`config.mk`:
```
export PLATFORM = sky130hd
export DESIGN_NAME = pc_redirect_ctrl
export DESIGN_NICKNAME = d
export VERILOG_FILES = /design/src/rtl/pc_redirect_ctrl.sv
export SDC_FILE = /design/constraint.sdc
export NUM_CORES = 1
export LEC_CHECK = 0
export CORE_ASPECT_RATIO = 1.4
export CORE_UTILIZATION = 30
export DETAILED_ROUTE_END_ITERATION = 7
export GPL_ROUTABILITY_DRIVEN = 0
export PLACE_DENSITY = 0.6
export SLEW_MARGIN = 40
export SYNTH_ARGS = -nofsm -noshare
export SYNTH_HDL_FRONTEND = slang
export SYNTH_SLANG_ARGS = --single-unit
```
`constraint.sdc`:
```
create_clock -name clk -period 3.8 [get_ports clk]
set_clock_uncertainty 0.15 [all_clocks]
set_input_delay 0.76 -clock clk [delete_from_list [all_inputs] [get_ports clk]]
set_output_delay 0.76 -clock clk [all_outputs]
set_load 0.01 [all_outputs]
```
`src/rtl/pc_redirect_ctrl.sv`:
```
// pc_redirect_ctrl
// Next-PC redirect controller for the fetch stage. Picks one redirect per
// cycle from trap / mret / EX branch / ID jump (in that priority order). It
// drives the PC register's load strobe and load address, and its increment
// enable. If fetch cannot take the redirect yet, the redirect is held until
// it can. Each issued redirect is followed by a fixed-length pipeline flush.
//
// Parameters:
//   FLUSH_CYCLES  cycles flush_if/flush_id stay high per issued redirect (1..15)
//   RESET_PC      value presented on o_set_addr out of reset
//
// Build option:
//   PC_REDIRECT_MISALIGN_CHK_EN  when defined, a br/jmp target with bit[1] set
//     is not issued. Instead it raises a one-cycle o_misalign_exc carrying
//     the target. When undefined, every target is issued with bits[1:0]
//     cleared, and the misalign outputs are tied to 0.
//
// Ports:
//   clk, rst                   clock; synchronous active-low reset
//   i_trap_req/i_trap_addr     trap or interrupt entry (highest priority)
//   i_mret_req/i_mret_addr     return from trap (mepc)
//   i_br_req/i_br_target       EX-stage taken branch
//   i_jmp_req/i_jmp_target     ID-stage jal/jalr (lowest priority)
//   i_fetch_ready              instruction bus accepts a new address this cycle
//   i_stall                    pipeline hazard stall
//   o_pc_en                    PC increment enable
//   o_set_en/o_set_addr        one-cycle PC load strobe and load value
//   o_flush_if/o_flush_id      kill IF/ID and ID/EX registers
//   o_redirect_pending         a redirect is held, waiting for fetch_ready
//   o_misalign_exc/_addr       misaligned br/jmp target pulse and address
//
// state  | meaning
// -------+---------------------------------------------------------
// IDLE   | no redirect in progress
// HOLD   | redirect latched, waiting for fetch_ready
// FLUSH  | redirect issued, flush counter running

module pc_redirect_ctrl #(
  parameter int unsigned FLUSH_CYCLES = 2,
  parameter logic [31:0] RESET_PC     = 32'h0000_0000
) (
  input  logic        clk,
  input  logic        rst,
  input  logic        i_trap_req,
  input  logic [31:0] i_trap_addr,
  input  logic        i_mret_req,
  input  logic [31:0] i_mret_addr,
  input  logic        i_br_req,
  input  logic [31:0] i_br_target,
  input  logic        i_jmp_req,
  input  logic [31:0] i_jmp_target,
  input  logic        i_fetch_ready,
  input  logic        i_stall,
  output logic        o_pc_en,
  output logic        o_set_en,
  output logic [31:0] o_set_addr,
  output logic        o_flush_if,
  output logic        o_flush_id,
  output logic        o_redirect_pending,
  output logic        o_misalign_exc,
  output logic [31:0] o_misalign_addr
);

  typedef enum logic [1:0] {
    S_IDLE  = 2'd0,
    S_HOLD  = 2'd1,
    S_FLUSH = 2'd2
  } state_t;

  // Larger value wins; trap and mret share bit[1]=1, which is also what
  // marks them as exempt from the misalignment check.
  localparam logic [1:0] PRI_JMP  = 2'd0;
  localparam logic [1:0] PRI_BR   = 2'd1;
  localparam logic [1:0] PRI_MRET = 2'd2;
  localparam logic [1:0] PRI_TRAP = 2'd3;

  localparam logic [3:0] FLUSH_LOAD = FLUSH_CYCLES[3:0];

  state_t      r_state;
  state_t      w_next_state;
  logic [3:0]  r_cnt;
  logic [3:0]  w_next_cnt;
  logic [31:0] r_hold_addr;
  logic [31:0] w_next_hold_addr;
  logic [1:0]  r_hold_pri;
  logic [1:0]  w_next_hold_pri;
  logic        r_set_en;
  logic [31:0] r_set_addr;

  logic        w_win_valid;
  logic [1:0]  w_win_pri;
  logic [31:0] w_win_raw;
  logic [31:0] w_win_addr;
  logic        w_win_misalign;
  logic        w_higher;
  logic        w_issue;
  logic [31:0] w_issue_addr;

  // Fixed-priority pick; losers in the same cycle are simply forgotten.
  always_comb begin
    w_win_valid = 1'b1;
    w_win_pri   = PRI_JMP;
    w_win_raw   = i_jmp_target;
    if (i_trap_req) begin
      w_win_pri = PRI_TRAP;
      w_win_raw = i_trap_addr;
    end else if (i_mret_req) begin
      w_win_pri = PRI_MRET;
      w_win_raw = i_mret_addr;
    end else if (i_br_req) begin
      w_win_pri = PRI_BR;
      w_win_raw = i_br_target;
    end else if (!i_jmp_req) begin
      w_win_valid = 1'b0;
    end
  end

  assign w_higher = w_win_valid && (w_win_pri > r_hold_pri);

`ifdef PC_REDIRECT_MISALIGN_CHK_EN
  logic        w_misalign_hit;
  logic        r_misalign_exc;
  logic [31:0] r_misalign_addr;

  assign w_win_misalign = w_win_valid & ~w_win_pri[1] & w_win_raw[1];
  assign w_win_addr     = w_win_raw;
  // In HOLD only a request that would otherwise override counts as seen.
  assign w_misalign_hit = w_win_misalign & ((r_state != S_HOLD) | w_higher);

  always_ff @(posedge clk) begin
    if (!rst) begin
      r_misalign_exc  <= 1'b0;
      r_misalign_addr <= '0;
    end else begin
      r_misalign_exc <= w_misalign_hit;
      if (w_misalign_hit) r_misalign_addr <= w_win_addr;
    end
  end

  assign o_misalign_exc  = r_misalign_exc;
  assign o_misalign_addr = r_misalign_addr;
`else
  assign w_win_misalign  = 1'b0;
  assign w_win_addr      = w_win_raw & 32'hFFFF_FFFC;
  assign o_misalign_exc  = 1'b0;
  assign o_misalign_addr = '0;
`endif

  always_ff @(posedge clk) begin
    if (!rst) begin
      r_state     <= S_IDLE;
      r_cnt       <= '0;
      r_hold_addr <= '0;
      r_hold_pri  <= PRI_JMP;
      r_set_en    <= 1'b0;
      r_set_addr  <= RESET_PC;
    end else begin
      r_state     <= w_next_state;
      r_cnt       <= w_next_cnt;
      r_hold_addr <= w_next_hold_addr;
      r_hold_pri  <= w_next_hold_pri;
      r_set_en    <= w_issue;
      if (w_issue) r_set_addr <= w_issue_addr;
    end
  end

  always_comb begin
    w_next_state     = r_state;
    w_next_cnt       = r_cnt;
    w_next_hold_addr = r_hold_addr;
    w_next_hold_pri  = r_hold_pri;
    w_issue          = 1'b0;
    w_issue_addr     = r_set_addr;

    case (r_state)
      S_HOLD: begin
        if (w_higher && !w_win_misalign) begin
          w_next_hold_addr = w_win_addr;
          w_next_hold_pri  = w_win_pri;
        end
        if (i_fetch_ready) begin
          w_issue      = 1'b1;
          w_issue_addr = (w_higher && !w_win_misalign) ? w_win_addr : r_hold_addr;
        end
      end
      default: begin
        if (r_state == S_FLUSH) begin
          w_next_cnt = r_cnt - 4'd1;
          if (r_cnt <= 4'd1) begin
            w_next_state = S_IDLE;
            w_next_cnt   = '0;
          end
        end
        if (w_win_valid && !w_win_misalign) begin
          if (i_fetch_ready) begin
            w_issue      = 1'b1;
            w_issue_addr = w_win_addr;
          end else begin
            w_next_state     = S_HOLD;
            w_next_cnt       = '0;
            w_next_hold_addr = w_win_addr;
            w_next_hold_pri  = w_win_pri;
          end
        end
      end
    endcase

    // Any issue (fresh or from HOLD) restarts the flush window.
    if (w_issue) begin
      w_next_state = S_FLUSH;
      w_next_cnt   = FLUSH_LOAD;
    end
  end

  always_comb begin
    o_set_en           = r_set_en;
    o_set_addr         = r_set_addr;
    o_flush_if         = (r_state == S_FLUSH);
    o_flush_id         = (r_state == S_FLUSH);
    o_redirect_pending = (r_state == S_HOLD);
    // A pending or just-issued redirect owns the PC; never increment then.
    o_pc_en            = i_fetch_ready & ~i_stall & (r_state != S_HOLD) & ~r_set_en;
  end

endmodule

```
== After elaboration in Yosys (flattened, before gate mapping) ==
Cells that the tools add are included.

* Add/subtract/negate cells: 1
* $lt $le $gt $ge: 2
* Equality and inequality tests: 8
* Muxes and demuxes: 37
* Bitwise operators: 6
* Reductions and logical operators: 6

{| class="wikitable"
|+ Operators with widths
! operator !! count
|-
| $mux 32 || 11
|-
| $mux 2 || 14
|-
| $mux 4 || 4
|-
| $mux 1 || 8
|-
| $ne 2x1->1 const B || 4
|-
| $le 4x1->1 const B || 1
|-
| $ne 2x2->1 const B || 2
|-
| $reduce_and 4->1 || 1
|-
| $sub 4x1->4 const B || 1
|-
| $and 1x1->1 || 3
|-
| $not 1->1 || 3
|-
| $reduce_and 3->1 || 1
|-
| $eq 2x1->1 const B || 1
|-
| $eq 2x2->1 const B || 1
|-
| $gt 2x2->1 || 1
|-
| $reduce_and 2->1 || 1
|-
| $reduce_bool 2->1 || 1
|-
| $reduce_or 2->1 || 1
|-
| $logic_and 1x1->1 || 1
|}

* Flip-flop bits (word level): 73
* Input port bits: 136
* Word-level logic and storage cells: 68

== Logic depth before layout (Yosys ltp) ==
* Depth after elaboration: 8
* Gate-level depth with buffers: 12

== Least setup slack after synthesis ==
No wires, ideal clock.

* Kind: input to register
* From: input port i_br_req
* To: register r_set_addr[22] (netlist: o_set_addr[22])
* Library setup time: 82 ps
* Arrival time: 2777 ps
* Data required time: 3568 ps
* Slack: 791 ps
* Stages on the path: 12
* Cells stage by stage: buf_2 -> buf_4 -> buf_4 -> a21o_1 -> inv_1 -> ha_1 -> nor2b_1 -> o21ai_0 -> a211o_1 -> buf_2 -> buf_4 -> o221ai_1

* Longest elaborated chain between the ends: 8
* Elaborated cells on any way between the ends: 21
* Those cells by class: order compare: 1; eq/ne: 1; mux: 16; reduce/logical: 3

{| class="wikitable"
|+ Ends and longest elaborated chain
! what !! RTL line !! text
|-
| from (decl) || 48 || <nowiki>input logic i_br_req,</nowiki>
|-
| $mux 1 || 110 || <nowiki>end else if (i_br_req) begin</nowiki>
|-
| $mux 2 || 107 || <nowiki>end else if (i_mret_req) begin</nowiki>
|-
| $mux 2 || 104 || <nowiki>if (i_trap_req) begin</nowiki>
|-
| $gt 2x2->1 || 118 || <nowiki>assign w_higher = w_win_valid && (w_win_pri > r_hold_pri);</nowiki>
|-
| $logic_and 1x1->1 || 118 ||
|-
| $mux 32 || -- ||
|-
| $mux 32 || 181 || <nowiki>if (i_fetch_ready) begin</nowiki>
|-
| $mux 32 || 175 || <nowiki>case (r_state)</nowiki>
|-
| to (signal assigned) || 163 || <nowiki>if (w_issue) r_set_addr <= w_issue_addr;</nowiki>
|-
| to (decl) || 88 || <nowiki>logic [31:0] r_set_addr;</nowiki>
|}

Parallel ways exist; a longest one is shown, timed or not. The select of a mux whose other input is x is not followed.
A chain may end at the register's enable or synchronous reset.

== Final worst setup path ==
* From: input port i_mret_req
* To: register r_hold_addr[12]

* Longest elaborated chain between the ends: 6
* Elaborated cells on any way between the ends: 14
* Those cells by class: order compare: 1; mux: 10; reduce/logical: 3

{| class="wikitable"
|+ Ends and longest elaborated chain
! what !! RTL line !! text
|-
| from (decl) || 46 || <nowiki>input logic i_mret_req,</nowiki>
|-
| $mux 2 || 107 ||
|-
| $mux 2 || 104 ||
|-
| $gt 2x2->1 || 118 ||
|-
| $logic_and 1x1->1 || 118 ||
|-
| $mux 32 || 177 || <nowiki>if (w_higher && !w_win_misalign) begin</nowiki>
|-
| $mux 32 || 175 ||
|-
| to (signal assigned) || 160 || <nowiki>r_hold_addr <= w_next_hold_addr;</nowiki>
|-
| to (decl) || 83 || <nowiki>logic [31:0] r_hold_addr;</nowiki>
|}

Parallel ways exist; a longest one is shown, timed or not. The select of a mux whose other input is x is not followed.

==> results.md <==
* Port Buf Inserts at 164
* RSZ-0062 raised after global routing: false
* Worst path max stage delay at 0.65 ns
* Seq/Total Area, Yosys at 32.1%
* Setup violators final at 0
* Fin worst setup slack at 0.470 ns
* Largest delay share family, worst path: compound AO/OA/AOI/OAI gates
* Reg power frac at 38.5%
* Seq cells post-synth at 73
* Clock latency on the worst-skew pair at 0.33 ns
* Power per cell area at 341 nW/um^2
* DRT Wirelength at 13,200 um
* Iteration-0 DRC Markers at 110
* Hold Path End: o_set_addr[0]$_SDFFE_PN0P_
* Type of the worst min-delay path: flip-flop to flip-flop
* Routed vias at 4,210
* CTS tree: built
* Worst-Margin Slew at 0.713 ns
* Num CTS Buffers at 9
* RR Startpoint: r_hold_pri[1]$_SDFFE_PN0P_
* CP arrival at 3.43 ns
* Fmax at 0.300 GHz
* Worst setup path class: input pin to flip-flop
* Vias per cell at 4.76
* Syn-to-layout area delta at 42.7%
* Worst Setup Start Kind: input pin
* Setup TNS at 0 ns
* Clk slew on worst S/H paths at 0.06 ns
* FFs w/ async S/R, synth at 0%
* FF-to-FF path depth at 7
* Drt first pass iters at 4
* Chip Width at 106 um
* DP Wirelength at 10,000 um
* Fin. max-slew vios at 0
* Critical-path cell list: clkdlybuf4s50_1, or2_2, ha_1, nor2b_1, o211ai_1, a21o_2, buf_12, mux2i_1
* Post-synth cell types at 40
* GRT Util Overall at 17.2%
* Postcts setup bufs at 0
* Number of antenna diodes at 0
* Final period util at 87.6%
* Die H at 148 um
* Root Driver: clkbuf_16
* Leakage at 2.57 nW
* Filler cells at 1,480
* Capturing point of the worst reg2reg path: r_hold_addr[12]$_SDFFE_PN0P_
* Final hold vios at 0
* Via count of the first global-routing pass at 4,324
* Main flop type after synthesis: dfxtp_1
* Num rows at 52
* Post-Syn Area per Cell at 8.31 um^2
* Share of layout cells above drive strength 1 at 6.75%
* Combinational share of power at 23.8%
* Critical path buffers and inverters at 2
* CP max stage cell: a21o_2
* Crit end category: flip-flop
* Mapped Cells at 548
* Switching Fraction at 26.6%
* Post-CTS sizing at 0
* Clock Tree Buf Depth at 2
* Worst path depth at 8
* Maximum vdd drop at 0.000248 V
* Largest net degree at the start of global routing at 95
* Drt wl/cell at 14.9 um
* P_int at 1.63 mW
* Maximum fanout along the worst path at 22
* CTS Hold Bufs at 0
* Hold Path Stages at 2
* Max-capacitance violation count at 0
* Core area at 14,600 um^2
* First-pass GRT wire length at 20,900 um
* H-Tree Level Count at 3
* Initial Util at 31.1%
* Critical path required time at 3.90 ns
* Drt drc at 0
* Clock share of power at 37.7%
* EDFF count, synth at 0
* Sink Count at 73
* Reg-to-reg slack, setup at 1.32 ns
* Routed Antenna Nets at 0
* Post-Syn Area at 4550 um^2
* Worst slack, placed at 0.116 ns
* Max_slew headroom at 52.5%
* Grt ovf at 0
* Num ports at 206
* Hold Crit Start: r_hold_addr[0]$_SDFFE_PN0P_
* Initial antenna violation count at 0
* Outcome: complete, no violations
* Net Sw Power at 0.589 mW
* Total die area at 15,700 um^2
* Worst hold slack at 0.295 ns
* Nets at 832
* Synth warn at 0
* Tmin final at 3.33 ns
-- cell usage after synthesis, drive strengths merged (3+ instances only) --
master / number / share of area (%)
a32o: 3 / 0.66
dfxtp: 73 / 32
o221ai: 28 / 6.5
o21ai: 34 / 3.7
nand2: 37 / 3.0
nor4: 3 / 0.55
a21oi: 4 / 0.44
a211oi: 34 / 5.6
a211o: 4 / 0.77
clkbuf: 23 / 1.9
nor2: 32 / 2.6
ha: 4 / 1.1
mux2i: 60 / 13
nand3: 28 / 3.1
buf: 53 / 8.4
inv: 41 / 3.4
nor2b: 32 / 4.4
and2: 34 / 4.7
-- cell families after synthesis --
kind of cell,after synthesis,synth area share (%)
compound gates,117,19.8
simple gates,173,19.6
xor+xnor,3,0.577
flops,73,32.1
fa+ha+maj,4,1.10
mux,60,13.2
buf+inv,117,13.6
other cells,1,0.0823
-- sequential cells by signal (all words and copies together), names as in the netlist --
| register | flops |
|---|---|
| r_cnt | 4 |
| r_hold_addr | 32 |
| r_state | 2 |
| o_set_en | 1 |
| r_hold_pri | 2 |
| o_set_addr | 32 |
-- power by group through the flow --
| stage | Sequential (mW) | Combinational (mW) | Clock (mW) |
|---|---|---|---|
| final | 0.855 | 0.528 | 0.836 |
| after global routing | 0.862 | 0.579 | 0.896 |
| after CTS | 0.855 | 0.535 | 0.861 |
| after detailed placement | 0.871 | 0.533 | 0 |
| after global placement | 0.868 | 0.520 | 0 |
| after floorplan | 0.877 | 0.295 | 0 |
-- placed cells by master (no fill, tap or decap), types with 2 or more instances in the layout --
cell type | synthesis | final
ha_1 | 4 | 4
conb_1 | 1 | 33
and2_1 | 34 | 34
nor2b_1 | 32 | 32
o2bb2ai_1 | 2 | 2
o21ai_0 | 33 | 33
a32o_1 | 3 | 3
nand3_1 | 28 | 28
mux2i_1 | 60 | 60
a211o_1 | 4 | 4
nor4_1 | 2 | 2
buf_12 | 0 | 2
a211oi_1 | 34 | 34
dfxtp_1 | 73 | 73
and3_1 | 2 | 2
inv_1 | 40 | 40
o21a_1 | 2 | 2
nor2_1 | 32 | 32
nand2b_1 | 2 | 2
o221ai_2 | 8 | 8
clkbuf_16 | 0 | 9
nand2_1 | 37 | 37
clkinv_2 | 0 | 2
a21oi_1 | 4 | 4
clkdlybuf4s50_1 | 0 | 161
buf_2 | 10 | 3
o221ai_1 | 20 | 20
buf_4 | 39 | 10
xnor2_1 | 2 | 2
-- worst register-to-register path: stages (launching register included) --
cell and delay (ns):
dfxtp_1 0.31, inv_1 0.06, ha_1 0.30, nor2b_1 0.18, o211ai_1 0.27, a21o_2 0.65, buf_12 0.26, mux2i_1 0.21
-- how the worst max path moves through the flow --
stage                                   end       start  slack [ns]
6_report       r_hold_addr[12]$_SDFFE_PN0P_  i_mret_req        0.47
5_1_grt        r_hold_addr[16]$_SDFFE_PN0P_  i_mret_req        0.31
4_1_cts        r_hold_addr[12]$_SDFFE_PN0P_  i_mret_req        0.45
3_5_place_dp   r_hold_addr[12]$_SDFFE_PN0P_  i_mret_req        0.12
3_3_place_gp   r_hold_addr[11]$_SDFFE_PN0P_  i_mret_req        0.24
2_1_floorplan   o_set_addr[22]$_SDFFE_PN0P_    i_br_req        0.79
-- per-stage QoR --
| stage | util (%) | std cells | area, um^2 | power [mW] |
|---|---|---|---|---|
| finish | 44.4 | 885 | 6500 | 2.22 |
| global route | 44.4 | 885 | 6500 | 2.34 |
| CTS | 44.4 | 885 | 6490 | 2.25 |
| detailed placement | 42.3 | 870 | 6200 | 1.40 |
| global placement | 42.3 | 870 | 6200 | 1.39 |
| floorplan | - | 580 | 4670 | 1.17 |
-- final cells by class --
cell class                      count  area (um^2)  area share [%]
Clock buffer                       10          239            3.68
Clock inverter                      5         56.3           0.867
Inverter                           41          154            2.37
Multi-Input combinational cell    390         2600            40.0
Sequential cell                    73         1460            22.5
Tap cell                          189          236            3.64
Timing Repair Buffer              177         1750            27.0
-- per-layer routing --
layer	global-route usage [%]	up-vias	share of wire [%]
met3	3.13	18	4.8
met1	17.4	1933	37
met5	0	-	0
li1	-	2129	-
met2	33.8	130	56
met4	6.81	0	2.0
Power figures use the tool's default switching activity.
